<file path="src/rtl/bloco_pkg.sv">
// Shared types and constants for the multicycle register-bank/ALU block.
package bloco_pkg;

  localparam int unsigned OP_W    = 5;
  localparam int unsigned FLAGS_W = 4;

  typedef enum logic [OP_W-1:0] {
    OP_PASSA = 5'd0,
    OP_ADD   = 5'd1,
    OP_SUB   = 5'd2,
    OP_AND   = 5'd3,
    OP_OR    = 5'd4,
    OP_XOR   = 5'd5,
    OP_NOT   = 5'd6,
    OP_SHL   = 5'd7,
    OP_SHR   = 5'd8,
    OP_LDI   = 5'd9
  } opcode_t;

  typedef enum logic [1:0] {
    OCIOSO,
    LEITURA,
    EXECUCAO,
    ESCRITA
  } estado_t;

  // Bit positions inside flags = {Z,N,C,V}
  localparam int unsigned FLAG_Z = 3;
  localparam int unsigned FLAG_N = 2;
  localparam int unsigned FLAG_C = 1;
  localparam int unsigned FLAG_V = 0;

endpackage

</file>
<file path="src/rtl/bloco_multiciclo_if.sv">
// Command/status bundle between a requester and bloco_multiciclo.
interface bloco_multiciclo_if #(
  parameter int unsigned bits_palavra  = 16,
  parameter int unsigned end_registros = 3
);
  import bloco_pkg::*;

  logic                     inicio;
  logic [OP_W-1:0]          controleOperacao;
  logic [end_registros-1:0] Sel_SA;
  logic [end_registros-1:0] Sel_SB;
  logic [end_registros-1:0] Sel_SC;
  logic                     Hab_Escrita;
  logic [bits_palavra-1:0]  imediato;
  logic                     ocupado;
  logic                     pronto;
  logic [bits_palavra-1:0]  resultado;
  logic [FLAGS_W-1:0]       flags;
  logic                     erro_op;

  modport master (
    output inicio, controleOperacao, Sel_SA, Sel_SB, Sel_SC, Hab_Escrita, imediato,
    input  ocupado, pronto, resultado, flags, erro_op
  );

  modport slave (
    input  inicio, controleOperacao, Sel_SA, Sel_SB, Sel_SC, Hab_Escrita, imediato,
    output ocupado, pronto, resultado, flags, erro_op
  );

endinterface

</file>
<file path="src/rtl/ula_param.sv">
// Combinational ALU: result, {Z,N,C,V} and a valid bit for defined opcodes.
module ula_param
  import bloco_pkg::*;
#(
  parameter int unsigned bits_palavra = 16
) (
  input  logic [OP_W-1:0]         op,
  input  logic [bits_palavra-1:0] a,
  input  logic [bits_palavra-1:0] b,
  input  logic [bits_palavra-1:0] imediato,
  output logic [bits_palavra-1:0] resultado,
  output logic [FLAGS_W-1:0]      flags,
  output logic                    valido
);

  localparam int unsigned MSB = bits_palavra - 1;

  logic [bits_palavra:0] soma;
  logic [bits_palavra:0] dif;
  logic                  c;
  logic                  v;

  // Extra top bit holds carry for ADD and borrow for SUB
  assign soma = {1'b0, a} + {1'b0, b};
  assign dif  = {1'b0, a} - {1'b0, b};

  always_comb begin
    resultado = '0;
    valido    = 1'b1;
    c         = 1'b0;
    v         = 1'b0;
    case (op)
      OP_PASSA: resultado = a;
      OP_ADD: begin
        resultado = soma[MSB:0];
        c         = soma[bits_palavra];
        v         = (a[MSB] == b[MSB]) && (soma[MSB] != a[MSB]);
      end
      OP_SUB: begin
        resultado = dif[MSB:0];
        c         = dif[bits_palavra];
        v         = (a[MSB] != b[MSB]) && (dif[MSB] != a[MSB]);
      end
      OP_AND:   resultado = a & b;
      OP_OR:    resultado = a | b;
      OP_XOR:   resultado = a ^ b;
      OP_NOT:   resultado = ~a;
      OP_SHL: begin
        resultado = {a[MSB-1:0], 1'b0};
        c         = a[MSB];
      end
      OP_SHR: begin
        resultado = {1'b0, a[MSB:1]};
        c         = a[0];
      end
      OP_LDI:   resultado = imediato;
      default:  valido = 1'b0;
    endcase
    flags         = '0;
    flags[FLAG_Z] = (resultado == '0);
    flags[FLAG_N] = resultado[MSB];
    flags[FLAG_C] = c;
    flags[FLAG_V] = v;
  end

endmodule

</file>
<file path="src/rtl/bloco_multiciclo.sv">
// Four-state multicycle datapath: capture, read bank, execute ALU, write back.
module bloco_multiciclo
  import bloco_pkg::*;
#(
  parameter int unsigned bits_palavra  = 16,
  parameter int unsigned end_registros = 3
) (
  input logic              clk,
  input logic              reset,
  bloco_multiciclo_if.slave bus
);

  localparam int unsigned NUM_REGS = 2 ** end_registros;

  estado_t                  estado;
  logic [OP_W-1:0]          op_q;
  logic [end_registros-1:0] sel_a_q;
  logic [end_registros-1:0] sel_b_q;
  logic [end_registros-1:0] sel_c_q;
  logic                     hab_q;
  logic [bits_palavra-1:0]  imm_q;
  logic [bits_palavra-1:0]  a_q;
  logic [bits_palavra-1:0]  b_q;
  logic                     op_valido_q;
  logic [bits_palavra-1:0]  resultado_q;
  logic [FLAGS_W-1:0]       flags_q;
  logic                     ocupado_q;
  logic                     pronto_q;
  logic                     erro_q;
  logic [bits_palavra-1:0]  banco [NUM_REGS];

  logic [bits_palavra-1:0]  ula_res;
  logic [FLAGS_W-1:0]       ula_flags;
  logic                     ula_valido;

  ula_param #(.bits_palavra(bits_palavra)) u_ula (
    .op        (op_q),
    .a         (a_q),
    .b         (b_q),
    .imediato  (imm_q),
    .resultado (ula_res),
    .flags     (ula_flags),
    .valido    (ula_valido)
  );

  always_ff @(posedge clk or posedge reset) begin
    if (reset) begin
      estado      <= OCIOSO;
      op_q        <= '0;
      sel_a_q     <= '0;
      sel_b_q     <= '0;
      sel_c_q     <= '0;
      hab_q       <= 1'b0;
      imm_q       <= '0;
      a_q         <= '0;
      b_q         <= '0;
      op_valido_q <= 1'b0;
      resultado_q <= '0;
      flags_q     <= '0;
      ocupado_q   <= 1'b0;
      pronto_q    <= 1'b0;
      erro_q      <= 1'b0;
      for (int unsigned i = 0; i < NUM_REGS; i++) banco[i] <= '0;
    end else begin
      pronto_q <= 1'b0;
      erro_q   <= 1'b0;
      case (estado)
        OCIOSO: begin
          if (bus.inicio) begin
            op_q      <= bus.controleOperacao;
            sel_a_q   <= bus.Sel_SA;
            sel_b_q   <= bus.Sel_SB;
            sel_c_q   <= bus.Sel_SC;
            hab_q     <= bus.Hab_Escrita;
            imm_q     <= bus.imediato;
            ocupado_q <= 1'b1;
            estado    <= LEITURA;
          end
        end
        LEITURA: begin
          a_q    <= banco[sel_a_q];
          b_q    <= banco[sel_b_q];
          estado <= EXECUCAO;
        end
        EXECUCAO: begin
          // Undefined opcodes keep the previous result and flags
          if (ula_valido) begin
            resultado_q <= ula_res;
            flags_q     <= ula_flags;
          end
          op_valido_q <= ula_valido;
          estado      <= ESCRITA;
        end
        ESCRITA: begin
          if (hab_q && op_valido_q) banco[sel_c_q] <= resultado_q;
          pronto_q  <= 1'b1;
          erro_q    <= ~op_valido_q;
          ocupado_q <= 1'b0;
          estado    <= OCIOSO;
        end
        default: begin
          ocupado_q <= 1'b0;
          estado    <= OCIOSO;
        end
      endcase
    end
  end

  assign bus.ocupado   = ocupado_q;
  assign bus.pronto    = pronto_q;
  assign bus.resultado = resultado_q;
  assign bus.flags     = flags_q;
  assign bus.erro_op   = erro_q;

endmodule

</file>
<file path="src/flat_wrapper.sv">
// flat-port wrapper written by rule: the top's interface ports become plain ports
module bloco_multiciclo_flat import bloco_pkg::*;
#(
  parameter int unsigned bits_palavra  = 16,
  parameter int unsigned end_registros = 3
)
  (clk, reset, bus_inicio, bus_controleOperacao, bus_Sel_SA, bus_Sel_SB, bus_Sel_SC, bus_Hab_Escrita, bus_imediato, bus_ocupado, bus_pronto, bus_resultado, bus_flags, bus_erro_op);
  bloco_multiciclo_if #(.bits_palavra(bits_palavra), .end_registros(end_registros)) bus_i ();
  input logic clk;
  input logic reset;
  input wire logic [$bits(bus_i.inicio)-1:0] bus_inicio;
  input wire logic [$bits(bus_i.controleOperacao)-1:0] bus_controleOperacao;
  input wire logic [$bits(bus_i.Sel_SA)-1:0] bus_Sel_SA;
  input wire logic [$bits(bus_i.Sel_SB)-1:0] bus_Sel_SB;
  input wire logic [$bits(bus_i.Sel_SC)-1:0] bus_Sel_SC;
  input wire logic [$bits(bus_i.Hab_Escrita)-1:0] bus_Hab_Escrita;
  input wire logic [$bits(bus_i.imediato)-1:0] bus_imediato;
  output wire logic [$bits(bus_i.ocupado)-1:0] bus_ocupado;
  output wire logic [$bits(bus_i.pronto)-1:0] bus_pronto;
  output wire logic [$bits(bus_i.resultado)-1:0] bus_resultado;
  output wire logic [$bits(bus_i.flags)-1:0] bus_flags;
  output wire logic [$bits(bus_i.erro_op)-1:0] bus_erro_op;
  assign bus_i.inicio = bus_inicio;
  assign bus_i.controleOperacao = bus_controleOperacao;
  assign bus_i.Sel_SA = bus_Sel_SA;
  assign bus_i.Sel_SB = bus_Sel_SB;
  assign bus_i.Sel_SC = bus_Sel_SC;
  assign bus_i.Hab_Escrita = bus_Hab_Escrita;
  assign bus_i.imediato = bus_imediato;
  assign bus_ocupado = bus_i.ocupado;
  assign bus_pronto = bus_i.pronto;
  assign bus_resultado = bus_i.resultado;
  assign bus_flags = bus_i.flags;
  assign bus_erro_op = bus_i.erro_op;
  bloco_multiciclo #(.bits_palavra(bits_palavra), .end_registros(end_registros)) u_core (.clk(clk), .reset(reset), .bus(bus_i));
endmodule
</file>
<file path="config.mk">
export PLATFORM = sky130hd
export DESIGN_NAME = bloco_multiciclo_flat
export DESIGN_NICKNAME = d
export VERILOG_FILES = /design/src/rtl/bloco_pkg.sv /design/src/rtl/bloco_multiciclo_if.sv /design/src/rtl/ula_param.sv /design/src/rtl/bloco_multiciclo.sv /design/src/flat_wrapper.sv
export SDC_FILE = /design/constraint.sdc
export NUM_CORES = 1
export LEC_CHECK = 0
export ABC_AREA = 1
export CAP_MARGIN = 10
export CORE_ASPECT_RATIO = 1.25
export CORE_MARGIN = 1.5
export CORE_UTILIZATION = 50
export DETAILED_ROUTE_END_ITERATION = 8
export GPL_TIMING_DRIVEN = 1
export PLACE_DENSITY_LB_ADDON = 0.1
export SLEW_MARGIN = 20
export SYNTH_ARGS = -nofsm -noshare
export SYNTH_HDL_FRONTEND = slang
export SYNTH_HIERARCHICAL = 1
export SYNTH_SLANG_ARGS = --single-unit
</file>
<file path="constraint.sdc">
create_clock -name clk -period 7.6 [get_ports clk]
set_input_delay 1.14 -clock clk [delete_from_list [all_inputs] [get_ports clk]]
set_output_delay 1.14 -clock clk [all_outputs]
set_load 0.02 [all_outputs]
</file>
# After elaboration in Yosys (flattened, before gate mapping)
# Index checks and enable logic that the tools add are counted.
# W data, S select, Z words.
# classes
addsub,2
n_lt_le_gt_ge,4
eq_ne,17
n_mux,19
bitwise,8
n_reduce_logical,13
# op_table
op,n
$pmux W16 S10,1
$bwmux W128,1
$bmux W16 S3,2
$mux W16,5
$demux W16 S3,1
$eq A5 B3 Y1 const B,4
$add A16 B16 Y17,1
$sub A16 B16 Y17,1
$and A16 B16 Y16,1
$logic_not A16 Y1,1
$not A16 Y16,1
$or A16 B16 Y16,1
$xor A16 B16 Y16,1
$ge A4 B4 Y1 const B,3
$not A3 Y4,3
$eq A5 B2 Y1 const B,2
$eq A5 B4 Y1 const B,2
$reduce_or A10 Y1,1
$pmux W2 S4,1
$reduce_and A2 Y1,4
$eq A5 B1 Y1 const B,1
$logic_not A5 Y1,1
$eq A2 B2 Y1 const B,2
$logic_and A1 B1 Y1,4
other kinds (12),18
# word_totals
register_bits,217
inputBits,34
out_inout_bits,23
wordCells,86

# Longest topological paths before layout
# depth
depth_word,6
depth_mapped,18
ltp_nobuf,17

# Cells and area by module
# The synthesis kept the hierarchy.
# by_module_without_submodules
mod,n_inst,cells_each,area_each_um2,seq_area_each_um2
bloco_multiciclo,1,1413,10543.9,5430.2
ula_param,1,691,3522.1,0.0

# Least setup slack after synthesis
# No wires, ideal clock.
# synth_timing
path_type,reg-to-reg
from,reg u_core.a_q[9]
to,"reg u_core.flags_q[1], in the netlist u_core/bus.flags[1]"
setup_time_ns,0.125
arrival_ns,2.138
required_ns,7.475
path_slack_ns,5.337
stages_incl_launch_ff,14
n_path_buf,2
cell_sequence,dfrtp_1 -> inv_1 -> ha_1 -> buf_2 -> a21oi_1 -> o21ai_0 -> a21oi_1 -> nand2_1 -> nand2_1 -> a21oi_1 -> o21ai_0 -> nand4_1 -> buf_4 -> mux2_2
# synth_via
elab_chain_len,2
elab_cells_between_ends,3
classes_between,2 x add/sub; 1 x mux
# synth_rtl
item,line,source
from (decl),bloco_multiciclo.sv:22,logic [bits_palavra-1:0] a_q;
from (signal assigned),bloco_multiciclo.sv:81,a_q <= banco[sel_a_q];
$sub A16 B16 Y17 or $add A16 B16 Y17 (tied branches),"ula_param.sv:25, ula_param.sv:24",
$pmux W1 S4 (*),ula_param.sv:32,case (op)
via u_core.u_ula.c,ula_param.sv:20,logic c;
to (signal assigned),bloco_multiciclo.sv:89,flags_q <= ula_flags;
to (decl),bloco_multiciclo.sv:26,logic [FLAGS_W-1:0] flags_q;
# The timed path passes the listed nets; every way through them passes the cells marked *.
# A chain may end at the register's enable or synchronous reset.

# Worst setup path in the final report
# layout_timing
from,reg u_core.op_q[3]
to,"reg u_core.flags_q[3], in the netlist u_core/bus.flags[3]"
# layout_via
elab_cells_between_ends,15
classes_between,9 x eq/ne; 2 x mux; 4 x reduce/logical
# layout_lines
item,line,source
from (decl),bloco_multiciclo.sv:16,logic [OP_W-1:0] op_q;
from (signal assigned),bloco_multiciclo.sv:70,op_q <= bus.controleOperacao;
"$eq A5 B4 Y1, or another cell as far along",ula_param.sv:32,
$pmux W16 S10 (*),ula_param.sv:32,
via u_core.ula_res[8],bloco_multiciclo.sv:32,logic [bits_palavra-1:0] ula_res;
$logic_not A16 Y1 (*),ula_param.sv:60,flags[FLAG_Z] = (resultado == '0);
via u_core.ula_flags[3],bloco_multiciclo.sv:33,logic [FLAGS_W-1:0] ula_flags;
# Marked as above.

==> impl_metrics.json <==
{
  "status": "finished with violations",
  "violations": "design-rule violations",
  "finalCritPeriodShare_pct": 41.29,
  "initial_core_util_pct": 50.87,
  "clock_latency_ps": 530,
  "power_density_nw_per_um2": 484.7,
  "grtUsageMet3_pct": 4.182,
  "fin_crit_ps": 3138,
  "grt_use_met1_pct": 39.18,
  "first_iter_violations": 1081,
  "gr-usage-met2_pct": 55.35,
  "antenna_cells": 0,
  "seq_area_frac_synth_pct": 38.61,
  "drc": 5,
  "vias_per_cell": 5.573,
  "io_pins": 57,
  "fin_skew_ps": 18.32,
  "vias": 13749,
  "switchingPower_uw": 3770,
  "worst-path-max-fanout": 16,
  "finalSetupViolations": 0,
  "yosys_warnings": 6,
  "clkSlewWorstSetupHoldPaths_ps": 70,
  "hold_viol": 0,
  "drive_gt1_share_pct": 4.487,
  "arrival_ps": 3560,
  "multi_input_area_sq_um": 7049,
  "syn_nets": 2195,
  "dieArea_sq_um": 29150,
  "clock_power_share_pct": 18.5,
  "max_freq_mhz": 318.7,
  "syn_to_final_growth_pct": 11.33,
  "max_cap_viol_count": 0,
  "clockRootBuffer": "clkbuf_16",
  "cts_sinks": 217,
  "share_comb_of_total_power_pct": 53.7,
  "synth_edf_count": 0,
  "power_leakage_uw": 0.008059,
  "tightest_slew_ps": 1069,
  "pwr-share-seq_pct": 27.8,
  "start_kind": "flip-flop",
  "synthCells": 2104,
  "wl_um": 46230,
  "nFillCells": 2742,
  "ir_worst_vdd_mv": 0.2387,
  "worst_slack_ps": 4462,
  "required_ps": 8020,
  "grtUsageTotal_pct": 32.12,
  "wl_per_cell_um": 18.74,
  "hold_buffers": 0,
  "grt_max_degree": 111,
  "rsz0062_at_grt": "no",
  "syn_area_sq_um": 14070,
  "cp-end-kind": "flip-flop",
  "dp_hpwl_um": 30960,
  "clock_path_buffers": 3,
  "relSlewSlack_pct": 28.72,
  "report.final.slew_viol_count": 0,
  "post_cts_buffers": 0,
  "htree_levels": 1,
  "die_y_um": 190.5,
  "routabilityCongestion": 0.9482,
  "synthFlopType": "dfrtp_1",
  "grt_pass1_vias": 13348,
  "ys_ff_latch": 217,
  "synthDistinctLibCells": 36,
  "final_nets": 2190,
  "rows": 68,
  "worstSetupPathType": "reg2reg",
  "grt_pass1_wl_um": 72910,
  "placed_area_sq_um": 14700,
  "grt.busiest_layer": "met2",
  "syn_area_per_cell_sq_um": 6.685,
  "power_uw": 7590,
  "grt_antenna_before_repair": 0,
  "die_w_um": 153.0,
  "overflow": 0,
  "coreArea_sq_um": 27650,
  "final_antenna_net_count": 0,
  "cts_buffers": 25,
  "preCtsSetupSlack_ps": 4133,
  "hold_path.class": "reg2reg",
  "cts_tree": "yes",
  "final_cell_area_sq_um": 15660,
  "io_buffers": 56,
  "seqCellArea_sq_um": 5433,
  "cts_resized": 0,
  "fin_setup_tns_ps": 0,
  "switching_share_pct": 49.67,
  "first_pass_iters": 8,
  "p_int_uw": 3820,
  "synthArstFlopShare_pct": 100.0
}
per-layer routing:
metal / part of all wire [%] / vias up
met5: 0 / -
met4: 5.1 / 0
met1: 39 / 6388
li1: - / 6616
met3: 7.1 / 151
met2: 48 / 594
area by class of cell:
type / instances / share of cell area (%)
multi-input combinational: 1497 / 45.01
sequential: 217 / 34.69
inverter: 281 / 6.783
timing repair buffer: 77 / 4.586
clock buffer: 28 / 4.195
tap: 350 / 2.796
clock inverter: 17 / 1.934
per-stage QoR:
step                      std cells  utilization (%)  hold slack (ps)
final                          2467            56.63            476.3
after global routing           2467            56.63            498.1
after CTS                      2467            56.63            477.9
after detailed placement       2422            53.16            472.9
after global placement         2422            53.16            464.4
after floorplan                2104                -            422.9
cells in the mapped netlist, drive strengths merged (2+ instances only):
master,n,share of area [%]
nand2,748,20
nand3,306,11
inv,279,7.4
dfrtp,217,39
o21ai,174,6.2
nor2,96,2.8
buf,74,2.9
ha,55,4.9
a21oi,48,1.7
clkbuf,35,0.93
nand4,35,1.6
nor3,8,0.28
o22ai,6,0.27
mux2,4,0.32
nand3b,3,0.16
o21bai,3,0.16
clkinv,2,0.053
fa,2,0.28
o211ai,2,0.11
or2,2,0.089
kinds of logic after synthesis:
logic type | after synthesis | share of synthesized area (%)
fa+ha+maj | 57 | 5.177
mux | 4 | 0.3202
flops | 217 | 38.61
buf+inv | 390 | 11.31
compound gates | 235 | 8.539
simple gates | 1199 | 35.92
xor+xnor | 2 | 0.1246
final timing paths:
| kind | start | endpoint | slack [ps] | cells past startpoint |
|---|---|---|---|---|
| min in group asynchronous | reset | u_core/a_q[6]$_DFFE_PP0N_ | 1140 | 2 |
| worst max register to register | u_core/op_q[3]$_DFFE_PP0P_ | u_core/bus.flags[3]$_DFFE_PP0P_ | 4460 | 11 |
| worst max-delay path | u_core/op_q[3]$_DFFE_PP0P_ | u_core/bus.flags[3]$_DFFE_PP0P_ | 4460 | 11 |
| max in group asynchronous | reset | u_core/sel_a_q[0]$_DFFE_PP0P_ | 5110 | 3 |
| worst min-delay path | u_core/op_valido_q$_DFFE_PP0N_ | u_core/bus.erro_op$_DFF_PP0_ | 480 | 1 |
| worst min register to register | u_core/op_valido_q$_DFFE_PP0N_ | u_core/bus.erro_op$_DFF_PP0_ | 480 | 1 |
critical path, stage by stage (launching register included):
cell and delay [ps]:
dfrtp_1 470, nor2_4 350, nand2_4 120, nor2_2 700
inv_1 300, a21oi_1 200, o21ai_0 100, nand3_1 240
nor2_1 80, nand3_1 130, nor2_1 70, mux2_2 250
layout by cell type, fill, tap and decap left out, types with 4 or more instances in the layout:
cell,netlist,routed
a21oi_1,48,48
buf_4,8,21
bufinv_16,0,8
clkbuf_16,0,25
clkdlybuf4s50_1,0,56
clkinvlp_4,0,4
dfrtp_1,217,215
ha_1,55,55
inv_1,274,270
inv_2,5,8
mux2_2,4,4
nand2_1,745,745
nand3_1,305,305
nand4_1,35,35
nor2_1,88,86
nor2_2,6,8
nor3_1,8,8
o21ai_0,168,168
o21ai_1,6,6
o22ai_1,6,6
state kept, by name, summed over array words and instances (netlist names):
| name | cells |
|---|---|
| u_core/a_q | 16 |
| u_core/banco | 128 |
| u_core/bus.resultado | 16 |
| u_core/bus.pronto | 1 |
| u_core/bus.flags | 4 |
| u_core/imm_q | 16 |
| u_core/bus.ocupado | 1 |
| u_core/sel_a_q | 3 |
| u_core/hab_q | 1 |
| u_core/sel_c_q | 3 |
| u_core/op_valido_q | 1 |
| u_core/op_q | 5 |
| u_core/bus.erro_op | 1 |
| u_core/b_q | 16 |
| u_core/estado | 2 |
| u_core/sel_b_q | 3 |
power by group through the flow:
| stage | clock [uW] | combinational, uW | sequential (uW) |
|---|---|---|---|
| detailed placement | 0 | 3990 | 2120 |
| global placement | 0 | 3920 | 2110 |
| finish | 1400 | 4080 | 2110 |
| global route | 1480 | 4560 | 2180 |
| CTS | 1420 | 4010 | 2110 |
| floorplan | 0 | 2900 | 2000 |
Power figures use the tool's default switching activity.
